--- src/rtl/act_pkg.sv ---
// Shared types for the activation pipeline: the per-beat activation mode encoding.
package act_pkg;

  localparam int ACT_MODE_W = 2;

  typedef enum logic [1:0] {
    ACT_PASS  = 2'd0,
    ACT_RELU  = 2'd1,
    ACT_CLAMP = 2'd2,
    ACT_LEAKY = 2'd3
  } act_mode_t;

endpackage

--- src/rtl/act_lane.sv ---
// Single-lane combinational activation. Leaky ReLU is built only with ACT_RELU_PIPE_LEAKY_EN;
// without it, mode 3 falls back to plain ReLU and no shifter exists.
module act_lane
  import act_pkg::*;
#(
  parameter int WIDTH      = 16,
  parameter int CLAMP_MAX  = 4096,
  parameter int LEAK_SHIFT = 3
) (
  input  logic signed [WIDTH-1:0] x,
  input  act_mode_t               mode,
  output logic signed [WIDTH-1:0] y
);

  localparam logic signed [WIDTH-1:0] CMAX = WIDTH'(CLAMP_MAX);

  if (CLAMP_MAX <= 0 || CLAMP_MAX > (2 ** (WIDTH - 1)) - 1) begin : g_bad_clamp
    $error("act_lane: CLAMP_MAX must be positive and fit in WIDTH");
  end
  if (LEAK_SHIFT < 1 || LEAK_SHIFT >= WIDTH) begin : g_bad_shift
    $error("act_lane: LEAK_SHIFT must be in [1, WIDTH-1]");
  end

  logic neg;
  assign neg = x[WIDTH-1];

  always_comb begin
    y = x;
    case (mode)
      ACT_PASS:  y = x;
      ACT_RELU:  y = neg ? '0 : x;
      ACT_CLAMP: y = neg ? '0 : ((x > CMAX) ? CMAX : x);
`ifdef ACT_RELU_PIPE_LEAKY_EN
      // arithmetic shift floors, so the most-negative input cannot overflow
      ACT_LEAKY: y = neg ? (x >>> LEAK_SHIFT) : x;
`else
      ACT_LEAKY: y = neg ? '0 : x;
`endif
      default:   y = x;
    endcase
  end

endmodule

--- src/rtl/act_relu_pipe.sv ---
// Two-stage multi-lane activation pipe with valid/ready and a saturating negative-lane counter.
// Optional leaky mode via ACT_RELU_PIPE_LEAKY_EN (see act_lane).
module act_relu_pipe
  import act_pkg::*;
#(
  parameter int WIDTH      = 16,
  parameter int CHANNELS   = 4,
  parameter int CLAMP_MAX  = 4096,
  parameter int LEAK_SHIFT = 3,
  parameter int CNT_W      = 32
) (
  input  logic                        clk,
  input  logic                        rst_n,
  input  logic                        in_valid,
  output logic                        in_ready,
  input  logic [CHANNELS*WIDTH-1:0]   in_data,
  input  logic [ACT_MODE_W-1:0]       in_mode,
  output logic                        out_valid,
  input  logic                        out_ready,
  output logic [CHANNELS*WIDTH-1:0]   out_data,
  output logic [CNT_W-1:0]            neg_cnt,
  input  logic                        cnt_clr
);

  localparam int STAGES = 2;
  localparam int PW     = $clog2(CHANNELS + 1);

  logic [STAGES:1]                  vld_pipe;
  logic [CHANNELS-1:0][WIDTH-1:0]   in_lanes, s1_data, s2_data, act_data;
  act_mode_t                        s1_mode;
  logic                             advance;

  assign in_lanes  = in_data;
  assign advance   = !vld_pipe[STAGES] || out_ready;
  assign in_ready  = advance;
  assign out_valid = vld_pipe[STAGES];
  assign out_data  = s2_data;

  for (genvar i = 0; i < CHANNELS; i++) begin : g_lane
    act_lane #(
      .WIDTH      (WIDTH),
      .CLAMP_MAX  (CLAMP_MAX),
      .LEAK_SHIFT (LEAK_SHIFT)
    ) u_lane (
      .x    (s1_data[i]),
      .mode (s1_mode),
      .y    (act_data[i])
    );
  end

  // the whole pipe moves as one; a stalled S2 freezes S1 as well
  always_ff @(posedge clk or negedge rst_n) begin
    if (!rst_n) begin
      vld_pipe <= '0;
      s1_data  <= '0;
      s1_mode  <= ACT_PASS;
      s2_data  <= '0;
    end else if (advance) begin
      vld_pipe <= {vld_pipe[1], in_valid};
      s1_data  <= in_lanes;
      s1_mode  <= act_mode_t'(in_mode);
      s2_data  <= act_data;
    end
  end

  logic [PW-1:0]  neg_pop;
  logic [CNT_W:0] cnt_sum;

  always_comb begin
    neg_pop = '0;
    for (int i = 0; i < CHANNELS; i++) neg_pop = neg_pop + PW'(in_lanes[i][WIDTH-1]);
    cnt_sum = {1'b0, neg_cnt} + (CNT_W + 1)'(neg_pop);
  end

  // clear wins over a same-cycle count; carry-out means saturate
  always_ff @(posedge clk or negedge rst_n) begin
    if (!rst_n)
      neg_cnt <= '0;
    else if (cnt_clr)
      neg_cnt <= '0;
    else if (in_valid && in_ready)
      neg_cnt <= cnt_sum[CNT_W] ? {CNT_W{1'b1}} : cnt_sum[CNT_W-1:0];
  end

endmodule

--- config.mk ---
export PLATFORM = sky130hd
export DESIGN_NAME = act_relu_pipe
export DESIGN_NICKNAME = d
export VERILOG_FILES = /design/src/rtl/act_pkg.sv /design/src/rtl/act_lane.sv /design/src/rtl/act_relu_pipe.sv
export SDC_FILE = /design/constraint.sdc
export NUM_CORES = 1
export LEC_CHECK = 0
export CAP_MARGIN = 5
export CORE_ASPECT_RATIO = 0.8
export CORE_UTILIZATION = 50
export CTS_CLUSTER_DIAMETER = 50
export DETAILED_ROUTE_END_ITERATION = 6
export GPL_TIMING_DRIVEN = 0
export PLACE_DENSITY = 0.8
export SLEW_MARGIN = 25
export SYNTH_ARGS = -nofsm -noshare
export SYNTH_HDL_FRONTEND = slang
export SYNTH_SLANG_ARGS = --single-unit
--- constraint.sdc ---
create_clock -name clk -period 3.3 [get_ports clk]
set_clock_uncertainty 0.05 [all_clocks]
set_input_delay 0.33 -clock clk [delete_from_list [all_inputs] [get_ports clk]]
set_output_delay 0.33 -clock clk [all_outputs]
set_load 0.02 [all_outputs]
# Yosys cells after proc, flatten, opt, wreduce, memory -nomap -nowiden
# Index checks and enable logic that the tools add are counted.
[classes]
order_cmp = 4
mux = 19
n_reduce_logical = 6
eq_ne = 3
add_sub_neg = 4
[ops]
columns = ["operator", "count"]
rows = [
  ["$pmux W16 S3", 4],
  ["$mux W15", 8],
  ["$mux W32", 3],
  ["$gt A16 B14 Y1 const B", 4],
  ["$mux W16", 4],
  ["$add A32 B3 Y33", 1],
  ["$eq A2 B2 Y1 const B", 2],
  ["$add A2 B1 Y3", 1],
  ["$add A3 B1 Y3", 1],
  ["$add A1 B1 Y2", 1],
  ["$eq A2 B1 Y1 const B", 1],
  ["$logic_not A2 Y1", 1],
  ["$reduce_bool A2 Y1", 1],
  ["$reduce_or A2 Y1", 1],
  ["$logic_and A1 B1 Y1", 1],
  ["$logic_not A1 Y1", 1],
  ["$logic_or A1 B1 Y1", 1],
]
[word_totals]
regBits = 164
inputBits = 71
out_inout_bits = 98
wordCells = 47

# Longest topological paths before layout
# Gate-level depths: netlist of the first run.
[logic_depth]
word_depth = 7
ltp_mapped = 11

# By module
# A second synthesis of the first run with hierarchy kept.
[hier_totals]
cells_unflattened = 931
area_unflattened_um2 = 8117.8
[by_module_without_submodules]
columns = ["module", "cells_each", "n_inst", "seq_area_each_um2", "area_each_um2"]
rows = [
  ["act_relu_pipe", 763, 1, 4103.9, 6806.5],
  ["act_lane", 42, 4, 0.0, 327.8],
]

# Least setup slack after synthesis of the first run
# Ideal clock, no wire load.
[synth_path]
path_kind = "input to register"
from = "input in_data[15]"
to = "register neg_cnt[21]"
arrival_time_ps = 2860
path_stages = 11
slack_ps = 325
path_cell_list = "fa_1 inv_1 fa_1 inv_1 fa_1 and4_1 nand2_1 or4_4 buf_6 a41oi_1 o21a_1"
[synth_via]
elab_chain_len = 7
[synth_lines]
columns = ["element", "line_no", "source"]
rows = [
  ["start, declared", "act_relu_pipe.sv:16", "input logic [CHANNELS*WIDTH-1:0] in_data,"],
  ["$add A1 B1 Y2", "act_relu_pipe.sv:71", "for (int i = 0; i < CHANNELS; i++) neg_pop = neg_pop + PW'(in_lanes[i][WIDTH-1]);"],
  ["$add A2 B1 Y3", "act_relu_pipe.sv:71", ""],
  ["$add A3 B1 Y3", "act_relu_pipe.sv:71", ""],
  ["$add A32 B3 Y33", "act_relu_pipe.sv:72", "cnt_sum = {1'b0, neg_cnt} + (CNT_W + 1)'(neg_pop);"],
  ["$mux W32", "act_relu_pipe.sv:82", "neg_cnt <= cnt_sum[CNT_W] ? {CNT_W{1'b1}} : cnt_sum[CNT_W-1:0];"],
  ["$mux W32", "act_relu_pipe.sv:81", "else if (in_valid && in_ready)"],
  ["$mux W32", "act_relu_pipe.sv:79", "else if (cnt_clr)"],
  ["end signal, assigned", "act_relu_pipe.sv:82", ""],
  ["end, declared", "act_relu_pipe.sv:21", "output logic [CNT_W-1:0] neg_cnt,"],
]
# Every way passes these cells. The select of a mux whose other input is x is not followed.
# A chain may end at the register's enable or synchronous reset.

# Final worst setup path of the first run
[layout_path]
from = "input in_data[15]"
to = "register neg_cnt[13]"
# The elaborated chain is that of the path after synthesis.

==> results of run 1 <==
==> state kept, by name, indices dropped and copies added, names as in the netlist <==
name and cells:
neg_cnt 32, out_data 64, s1_data 64, s1_mode 2
vld_pipe 2
==> cell families after synthesis <==
group	Yosys count	synth area share
AO/OA/AOI/OAI	135	0.1510
flip-flops	164	0.5806
buffers and inverters	49	0.02938
AND/OR/NAND/NOR	342	0.2161
adder cells (fa/ha/maj)	4	0.01027
XOR/XNOR	1	0.001239
multiplexers	8	0.01133
==> worst max-delay path, delay by kind of cell <==
kind                     cells  cell delay (ns)
adder cells (fa/ha/maj)      3             1.11
AND/OR/NAND/NOR              3             0.90
buffers and inverters        5             0.89
AO/OA/AOI/OAI                1             0.19
==> synthesized netlist by cell type, types with 8 or more instances <==
master,instances
nand2_1,227
a22o_1,56
clkbuf_1,34
nor2_1,33
nor4_1,18
dfrtp_1,164
a21oi_1,15
o21ai_0,18
mux2i_1,8
nor3_1,14
nand3_1,9
==> final timing paths <==
path | endpoint | slack, ns | depth (start not counted)
min in group asynchronous | out_data[6] | 0.49 | 2
worst max-delay path | neg_cnt[13] | 0.15 | 12
worst min-delay path | s1_data[41] | 0.39 | 3
worst max register to register | neg_cnt[13] | 0.64 | 10
worst min register to register | vld_pipe[2] | 0.41 | 1
max in group asynchronous | s1_data[58] | 1.93 | 3
==> metrics by stage <==
stage               setup WS [ns]  instance area (um2)
finish                     0.1488                 9585
global route              0.04825                 9585
CTS                       0.02315                 9569
detailed placement        -0.5208                 9007
global placement           -4.381                 8975
floorplan                  0.3249                 7068
==> cell type report <==
cell class              instances  area (um2)  area share
plain buffers                  41       178.9     0.01867
clock buffers                  20       446.7     0.04660
clock inverters                12       96.34     0.01005
inverters                       8       30.03    0.003133
multi-input cells             490        2773      0.2893
flip-flops and latches        164        4104      0.4281
well taps                     180       225.2     0.02350
repair buffers                171        1732      0.1807
==> routing by layer <==
metal | part of all wire | global-route usage | wire length (um)
met3 | 0.093 | 0.05673 | 1781
met1 | 0.43 | 0.3881 | 8298
met5 | 0 | 0 | 0
met2 | 0.46 | 0.4304 | 8768
met4 | 0.013 | 0.08989 | 255
==> repair_timing <==
| action | in CTS | in global routing |
|---|---|---|
| pin swaps | 0 | 1 |
| hold buffers | 1 | 0 |
| endpoints found under the setup margin | 6 | 24 |
| resized for setup | 2 | 7 |
| gates cloned | 0 | 0 |
| setup buffers | 0 | 1 |
| endpoints found under the hold margin | 95 | 0 |
==> where the power goes <==
| part | total (mW) | internal [mW] | leakage [nW] | switching (mW) |
|---|---|---|---|---|
| clock network | 1.83 | 0.996 | 0.260 | 0.833 |
| registers | 2.50 | 2.29 | 2.08 | 0.211 |
| logic | 1.27 | 0.585 | 2.04 | 0.686 |
| total | 5.60 | 3.87 | 4.38 | 1.73 |
==> results.cfg, run 1 <==
[global_routing]
overflow = 0
grt_usage = 0.2759
grt_first_pass_wirelength_um = 30760
grt_max_degree = 97
antenna_found_initial = 0
first_global_vias = 6011

[timing]
grt_setup_unrepaired = no
finalHoldViolations = 0
finalSetupViolCount = 0
fin_hold_ws_ns = 0.3855
drv_slew = 0
clock.fmax_mhz = 317.3
period_needed_ns = 3.151
relSlewSlack = 0.5297
fin_crit_sh = 0.9549
setup_tns_ns = 0
worst_pin_slew_ns = 0.7055

[critical_path]
cp_cell_sequence = clkdlybuf4s50_1 > fa_1 > inv_1 > fa_2 > inv_2 > fa_2 > and4_4 > nand2_2 > or4_4 > buf_6 > buf_6 > a211oi_2
cp-end-kind = register
worstPathRequired_ns = 3.58
worstSetupPathType = primary input to register
rr_startpoint = neg_cnt[0]
cp_max_fo = 10
max_stage_delay_ns = 0.54
arrival_ns = 3.43
start_kind = primary input
crit_slowest_cell = fa_1
crit_start = in_data[15]

[routing]
vias_per_cell = 5.794
first_pass_iters = 5
drtIter0Drc = 512
routedWlPerCell_um = 17.59
vias = 6292
routed_wl_um = 19100
ant_nets = 0
drc = 0

[clock_network]
htree_num_levels = 4
cts-root-buf = clkbuf_16
cts_buffers = 17
clk_latency_ns = 0.43
path_clk_slew_ns = 0.07
cts_buffer_depth = 2
cts_tree = yes
cts_sinks = 164

[layout]
drive_gt1_frac = 0.06733
area_delta_synth_final_pct = 35.62
fillCellCount = 998
nets = 968
diodes = 0
most-common-layout-cells = nand2_1 (226), clkdlybuf4s50_1 (167), dfrtp_1 (164), a22o_1 (56), clkbuf_1 (35)
final_cells = 1086
fin_util = 0.7000
mostFrequentLayoutCell = nand2_1

[synth]
yosysUniqueCellTypes = 46
yosys.area.top_type = dfrtp_1
yosysTopAreaCellShare = 0.5806
seq_area_frac_synth = 0.5806
ys_top_cells_by_area = dfrtp_1 (58%), nand2_1 (12%), a22o_1 (6.9%)
syn_nets = 778
synthCells = 703
ys_ff_latch = 164
synth-edff-count = 0
avgSynthCellArea_um2 = 10.05
yosysWarnings = 0
synthArstFlopShare = 1.000
syn_area_um2 = 7068
synth-main-ff-cell = dfrtp_1

[floorplan]
boundaryPins = 169
dieHeight_um = 108.3
num_rows = 38
core-area_um2 = 13690
dieArea_um2 = 14620
initial_core_util = 0.5162
die_x_um = 134.9

[placed_design]
io_buffers = 168
dp.cells = 1052
dpl.hpwl_um = 13550
place_congestion = 0.9004

[flow_run]
maxCapViolCount = 0

[min_path]
hold_path.class = primary input to register
min-delay-start = in_data[41]

[power_and_ir_drop]
vdd_drop_max_mv = 0.3791
leakage_nw = 4.381
p_total_mw = 5.598
powerDensity_nw_per_um2 = 584.0

[status]
outcome = finished, final reports clean
Power figures use the tool's default switching activity.
==> run 2: changes to the inputs <==
- CORE_UTILIZATION: 50 -> 30
- GPL_TIMING_DRIVEN: 0 -> unset
- PLACE_DENSITY: 0.8 -> unset
==> run 2 against run 1 <==
First-iteration DRC count increased by 10%. Clock power increased by 8%. Worst hold slack got worse by 0.0044 ns. Global-route usage decreased by 11 points.
==> results.cfg, run 2 (synthesized netlist as in run 1, its figures left out) <==
[routing]
routedWlPerCell_um = 16.41
vias_per_cell = 4.886
drc = 0
vias = 5834
ant_nets = 0
routed_wl_um = 19590
drtIter0Drc = 565
first_pass_iters = 5

[clock_network]
cts_buffer_depth = 2
cts_buffers = 17
cts_setup_buffers = 0
path_clk_slew_ns = 0.08
cts-root-buf = clkbuf_16
clk_latency_ns = 0.43
htree_num_levels = 4
cts_sinks = 164
ctsResizeCount = 0
cts_tree = yes

[status]
outcome = finished, final reports clean

[timing]
clock.fmax_mhz = 326.5
period_needed_ns = 3.063
grt_setup_unrepaired = no
fin_hold_ws_ns = 0.3811
worst_pin_slew_ns = 0.8668
drv_slew = 0
fin_ws_ns = 0.2372
fin_crit_sh = 0.9281
relSlewSlack = 0.4203
finalSetupViolCount = 0
finalHoldViolations = 0

[floorplan]
core-area_um2 = 22810
initial_core_util = 0.3099
dieArea_um2 = 24180
die_x_um = 173.6
num_rows = 49
dieHeight_um = 139.3
boundaryPins = 169

[placed_design]
dp.cells = 1161
dpl.hpwl_um = 13270
placed_area_um2 = 9189
post-place-ws_ns = -0.2402
io_buffers = 168
place_congestion = 0.7802

[power_and_ir_drop]
pwr-share-clk = 0.345
leakage_nw = 4.464
p_sw_frac = 0.3172
p_comb_frac = 0.220
switchingPower_mw = 1.820
seqPwrFrac = 0.435
powerDensity_nw_per_um2 = 585.8
vdd_drop_max_mv = 0.2867
intPower_mw = 3.917

[flow_run]
maxCapViolCount = 0

[global_routing]
grt_first_pass_wirelength_um = 31620
antenna_found_initial = 0
first_global_vias = 5701
overflow = 0
grt_max_degree = 134
grt_usage = 0.1654

[critical_path]
arrival_ns = 3.34
worstSetupPathType = primary input to register
cp-end-kind = register
cp_max_fo = 15
start_kind = primary input
rr_worst_depth = 9
worstPathRequired_ns = 3.58

[layout]
area_delta_synth_final_pct = 38.56
mostFrequentLayoutCell = nand2_1
final_cell_area_um2 = 9793
most-common-layout-cells = nand2_1 (227), clkdlybuf4s50_1 (167), dfrtp_1 (164), a22o_1 (56), nor2_1 (33)
final_cells = 1194
drive_gt1_frac = 0.08446
diodes = 0
fin_util = 0.4294
nets = 950

[min_path]
worstHoldPathCells = 3
hold_path.class = primary input to register
-- run 2: changes by cell type in the layout (fill, tap and decap cells not counted), sizes merged --
cell / before / now
clkbuf: 54 / 18
buf: 10 / 26
clkinv: 4 / 7
clkinvlp: 3 / 0
inv: 13 / 15
-- run 2: power by group through the flow --
| stage | combinational [mW] | sequential [mW] | clock, mW |
|---|---|---|---|
| 3_3_place_gp | 1.27 | 2.53 | 0 |
| 5_1_grt | 1.37 | 2.54 | 2.12 |
| 3_5_place_dp | 1.28 | 2.54 | 0 |
| 6_report | 1.26 | 2.50 | 1.98 |
| 4_1_cts | 1.28 | 2.50 | 2.04 |
| 2_1_floorplan | 0.432 | 2.69 | 0 |
-- run 2: per-stage QoR --
step	TNS, ns	power (mW)
6_report	0	5.737
5_1_grt	0	6.027
4_1_cts	0	5.813
3_5_place_dp	-3.130	3.811
3_3_place_gp	-2.779	3.797
2_1_floorplan	0	3.123
-- run 2: layer usage --
layer	global-route usage	wire, um	vias to the layer above
met5	0	0	-
met4	0.03324	114	0
met3	0.04317	1206	10
met2	0.2361	8309	164
met1	0.2498	9960	2835
li1	-	-	2825
-- run 2: worst max-delay path, stage by stage --
cell and delay [ns]:
clkdlybuf4s50_1 0.45, fa_1 0.55, inv_1 0.05, fa_1 0.37, inv_1 0.08, fa_1 0.17
and4_1 0.22, nand2_1 0.08, or4_4 0.65, buf_4 0.22, a211oi_2 0.17
-- run 2: repair_timing --
| action | 4_1_cts | 5_1_grt |
|---|---|---|
| hold buffers | 1 | 0 |
| setup endpoints to repair | 0 | 0 |
| hold endpoints to repair | 82 | 0 |
-- run 2: cell type report --
cell class | instances | area (um2)
repair buffers | 194 | 1918
multi-input cells | 490 | 2764
flip-flops and latches | 164 | 4104
fillers | 2214 | 13010
inverters | 8 | 30.03
clock buffers | 18 | 439.2
well taps | 306 | 382.9
clock inverters | 14 | 155.1
-- run 2: worst paths after layout --
| kind | to | slack (ns) | startpoint |
|---|---|---|---|
| setup / recovery | neg_cnt[11] | 0.24 | in_data[15] |
| hold / removal | s1_data[38] | 0.38 | in_data[38] |
| setup reg to reg | neg_cnt[11] | 0.74 | neg_cnt[0] |
| hold reg to reg | vld_pipe[2] | 0.41 | vld_pipe[1] |
| max in group asynchronous | out_data[31] | 1.82 | rst_n |
| min in group asynchronous | out_data[0] | 0.47 | rst_n |
